[config.mk]
export PLATFORM = sky130hd
export DESIGN_NAME = instr_mem_loader
export DESIGN_NICKNAME = d
export VERILOG_FILES = /design/src/rtl/instr_mem_loader.sv
export SDC_FILE = /design/constraint.sdc
export NUM_CORES = 1
export LEC_CHECK = 0
export ABC_AREA = 1
export ABC_CLOCK_PERIOD_IN_PS = 1400
export CAP_MARGIN = 20
export CORE_UTILIZATION = 40
export CTS_CLUSTER_DIAMETER = 100
export CTS_CLUSTER_SIZE = 8
export DETAILED_ROUTE_END_ITERATION = 16
export PLACE_DENSITY = 0.77
export SETUP_SLACK_MARGIN = 0.1
export SLEW_MARGIN = 20
export SYNTH_ARGS = -nofsm -noshare
export SYNTH_HDL_FRONTEND = slang
export SYNTH_SLANG_ARGS = --single-unit
[constraint.sdc]
create_clock -name clock -period 1.4 [get_ports clock]
set_input_delay 0.28 -clock clock [delete_from_list [all_inputs] [get_ports clock]]
set_output_delay 0.28 -clock clock [all_outputs]
set_load 0.005 [all_outputs]
[src/rtl/instr_mem_loader.sv]
// Boot loader: copies the bios word stream into instruction memory from BASE_ADDR, holds the CPU until done.
// Write latency 1 cycle; no backpressure: the bios cannot be stalled, so words beyond memory depth are dropped.
module instr_mem_loader #(
  parameter int DATA_WIDTH = 32,
  parameter int ADDR_WIDTH = 8,
  parameter int BASE_ADDR  = 0
) (
  input  logic                  clock,
  input  logic                  reset,
  input  logic [DATA_WIDTH-1:0] bios_data,
  input  logic                  bios_active,
  output logic                  mem_we,
  output logic [ADDR_WIDTH-1:0] mem_addr,
  output logic [DATA_WIDTH-1:0] mem_wdata,
  output logic                  cpu_hold,
  output logic                  cpu_start,
  output logic [ADDR_WIDTH:0]   load_count,
  output logic                  overflow
);

  typedef enum logic [1:0] {IDLE, LOAD, FINISH, RUN} state_t;

  localparam logic [ADDR_WIDTH-1:0] BASE  = ADDR_WIDTH'(BASE_ADDR);
  localparam logic [ADDR_WIDTH:0]   DEPTH = {1'b1, {ADDR_WIDTH{1'b0}}};
  localparam logic [ADDR_WIDTH:0]   ONE   = {{ADDR_WIDTH{1'b0}}, 1'b1};

  state_t state;

  always_ff @(posedge clock) begin
    if (reset) begin
      state      <= IDLE;
      mem_we     <= 1'b0;
      mem_addr   <= BASE;
      mem_wdata  <= '0;
      load_count <= '0;
      cpu_hold   <= 1'b1;
      cpu_start  <= 1'b0;
      overflow   <= 1'b0;
    end else begin
      mem_we    <= 1'b0;
      cpu_start <= 1'b0;
      case (state)
        IDLE: begin
          // first active cycle only primes the bios; its data is not a program word
          if (bios_active) state <= LOAD;
        end
        LOAD: begin
          if (!bios_active) begin
            state     <= FINISH;
            cpu_start <= 1'b1;
            cpu_hold  <= 1'b0;
          end else if (load_count < DEPTH) begin
            mem_we     <= 1'b1;
            mem_addr   <= BASE + load_count[ADDR_WIDTH-1:0];
            mem_wdata  <= bios_data;
            load_count <= load_count + ONE;
          end else begin
            overflow <= 1'b1;
          end
        end
        FINISH:  state <= RUN;
        RUN:     state <= RUN;
        default: state <= IDLE;
      endcase
    end
  end

endmodule

==> summary.md <==
| Metric | Value |
|---|---|
| Most frequent cell after synthesis | `nor2_1` |
| Status | `finished, final reports clean` |
| Die X | `a little over 70 um` |
| Initial Utilization | `around 42%` |
| Hold_sp | `bios_active` |
| Met3 wire length | `around 350 um` |
| #FFs+latches synth | `55` |
| WP data arrival | `~1500 ps` |
| Largest net degree at the start of global routing | `33` |
| Rows | `25` |
| Num ports | `about 90` |
| Placed inst area | `3100 um^2` |
| Cell internal pwr | `~0.0025 W` |
| Routed WL | `roughly 5400 um` |
| P_sw | `~0.00073 W` |
| Via Count | `slightly above 2000` |
| Slew headroom | `between 70% and 80%` |
| Number of diodes | `0` |
| Clock power share | `between 30% and 40%` |
| Nets@finish | `398` |
| Ratio of cells with drive above 1 in the final layout | `approximately a fifth` |
| Unrepaired setup endpoints after global routing | `true` |
| Hold path endpoint | `state[0]$_SDFFE_PP0P_` |
| Port bufs | `87` |
| Vias in the first global route | `1800` |
| Primary FF master, synth | `dfxtp_1` |
| Core area | `around 4800 um^2` |
| Critical path required time | `between 1500 and 2000 ps` |
| R2R cell count | `7` |
| Startpoint types | `register` |
| Clock sinks | `55` |
| Setup Skew | `slightly above 8 ps` |
| Worst slew pin tran | `307 ps` |
| Pre-Repair DR Iteration Count | `5` |
| Die Ht | `72.7 um` |
| Power per cell area | `975 nW/um^2` |
| Worst hold-check path type | `in -> reg` |
| Cell taking the most area after synthesis | `dfxtp_1` |
| Placer congestion estimate | `0.803` |
| DR WL/cell | `12.6 um` |
| H-tree depth | `2` |
| Number of synthesized flops with an enable pin | `0` |
| Setup Viol. Count Final | `0` |
| Cts bufs inserted | `5` |
| Post-Syn Area | `2000 um^2` |
| Synth top area share | `a little under three fifths` |
| Final period utilization | `between 80 and 90%` |
| Tot Pwr | `around 0.0032 W` |
| Routed Antenna Nets | `0` |
| Maximum vdd drop | `around 0.5 mV` |
| Max Slew Vio Count | `0` |
| Grt ovf | `0` |
| Yosys cell types | `20` |
| Seq/Total Area, Yosys | `a little under three fifths` |
| Reg-to-reg startpoint | `load_count[8]$_SDFFE_PP0P_` |
| Top sig layer | `met4` |
| Cell count after synthesis | `between 200 and 300` |
| Max Cap Viol | `0` |
| WL met2 | `between 2000 and 3000 um` |
| Met1 wire length | `between 2000 and 2500 um` |
| Antenna violations before repair | `0` |
| Reg power frac | `between 50% and 60%` |
| Ranking of synthesized cells by area | `dfxtp_1 55%, nor2_1 18%, o21ai_0 8.8%` |
| R2r setup slk | `roughly 160 ps` |
| Clock slew at reported path FFs | `roughly 90 ps` |
| GRT Resource Usage Total | `between 10% and 20%` |
| YS warnings | `0` |
| CTS hold repair buffers | `0` |
| Fmax | `~810 MHz` |
| CTS tree | `yes` |
| Total Negative Setup Slacks | `0 ps` |
| Max FO, Critical Path | `17` |
| RR Endpoint | `mem_addr[3]$_SDFFE_PP0P_` |
| Hpwl dp | `3730 um` |
| Final hold vios | `0` |
| Final core utilization | `69.0%` |
| Sw Ratio | `22.9%` |
| Root Buffer | `clkbuf_8` |
| Syn-to-layout area delta | `64.0%` |
| CP Capture Type | `register` |
| Setup Crit Path Kind | `reg -> reg` |
| Clock Latency Late Sink | `300 ps` |
| Post-route design area | `about 3300 um^2` |
| First-pass GRT wire length | `roughly 8100 um` |
| Syn Nets | `between 200 and 300` |
| Clock Tree Buf Depth | `2` |
| Via-per-instance ratio | `4.77` |
| Commonest cells in the netlist | `98 x nor2_1, 55 x dfxtp_1, 35 x o21ai_0, 18 x nand2_1` |
| DR DRC count | `0` |
| Hold Path Depth | `3` |
| Number of fill cells | `about 410` |
| Tmin final | `approximately 1200 ps` |
| Static leakage | `roughly 1.5 nW` |
| Syn Area/Cell | `7.75 um^2` |
| DIE AREA | `approximately 5300 um^2` |
| Iter 0 DRT Violations | `72` |
| Power share of the combinational group | `between 15 and 20%` |
| Async SR Flop Fraction | `0%` |
layer usage:
layer | GRT usage (%) | up-vias
met5 | 0 | -
met4 | 7.19 | 0
met3 | 3.45 | 2
met2 | 34.3 | 67
met1 | 24.4 | 945
li1 | - | 1032
flip-flops by register name (all words and copies together), names as in the netlist:
signal,flops
overflow,1
state,2
load_count,9
cpu_start,1
cpu_hold,1
mem_addr,8
mem_wdata,32
mem_we,1
logic make-up after synthesis:
logic type,Yosys count,share of synthesized area [%]
buffers and inverters,22,5.63
AO/OA/AOI/OAI,53,13.4
adder cells (fa/ha/maj),1,0.625
XOR/XNOR,1,0.438
AND/OR/NAND/NOR,126,24.9
flip-flops,55,55.0
worst max-delay path: stages (launching register included):
cell and delay [ps]:
dfxtp_2 340, buf_6 120, inv_4 50, nand2_4 40, nor2_4 190, buf_8 190, o21ai_0 110, a21oi_1 120
per-stage QoR:
stage,setup WS [ps],cells,hold slack (ps)
floorplan,303,258,428
global placement,-141,416,460
detailed placement,-228,416,458
CTS,109,428,472
global route,69.9,429,382
finish,158,429,376
power groups by stage:
stage                     Clock [W]  Combinational (W)  Sequential [W]
after detailed placement          0           0.000531         0.00173
after global routing        0.00109           0.000556         0.00170
final                       0.00100           0.000509         0.00169
after CTS                   0.00103           0.000494         0.00169
after floorplan                   0           0.000189         0.00173
after global placement            0           0.000519         0.00173
cells in the final DEF (no fill, tap or decap), drive strengths merged:
master and instances:
nor2 101, dfxtp 55, dlygate4sd2 53, o21ai 42
clkdlybuf4s50 33, buf 23, nand2 20, a21oi 9
inv 8, clkbuf 7, nand3 4, nand4 1
xor2 1, a31oi 1, o22ai 1, ha 1
bufinv 1, dlymetal6s2s 1
cell type report:
class / count / area (um^2) / area share [%]
inverters: 8 / 32.5 / 0.991
multi-input cells: 181 / 810 / 24.7
clock inverters: 1 / 30.0 / 0.915
flip-flops and latches: 55 / 1150 / 35.0
clock buffers: 6 / 72.6 / 2.21
well taps: 67 / 83.8 / 2.55
repair buffers: 111 / 1100 / 33.6
timing repair:
| action | CTS | global route |
|---|---|---|
| gates cloned | 0 | 1 |
| gates resized for setup | 91 | 19 |
| buffers inserted | 5 | 0 |
| setup endpoints to repair | 56 | 41 |
| pin swaps | 0 | 5 |
how the worst max path moves through the flow:
stage                                     startpoint                    endpoint  slack [ps]  cells after the start
after global placement                   bios_active  mem_wdata[12]$_SDFFE_PP0P_        -140                      7
after global routing      load_count[8]$_SDFFE_PP0P_    mem_addr[3]$_SDFFE_PP0P_          70                      7
after floorplan           load_count[1]$_SDFFE_PP0P_  load_count[4]$_SDFFE_PP0P_         300                      6
final                     load_count[8]$_SDFFE_PP0P_    mem_addr[3]$_SDFFE_PP0P_         160                      7
after detailed placement                 bios_active  mem_wdata[24]$_SDFFE_PP0P_        -230                      7
after CTS                                bios_active  mem_wdata[12]$_SDFFE_PP0P_         110                      7
Note: power is estimated with default switching activity, not from simulation.
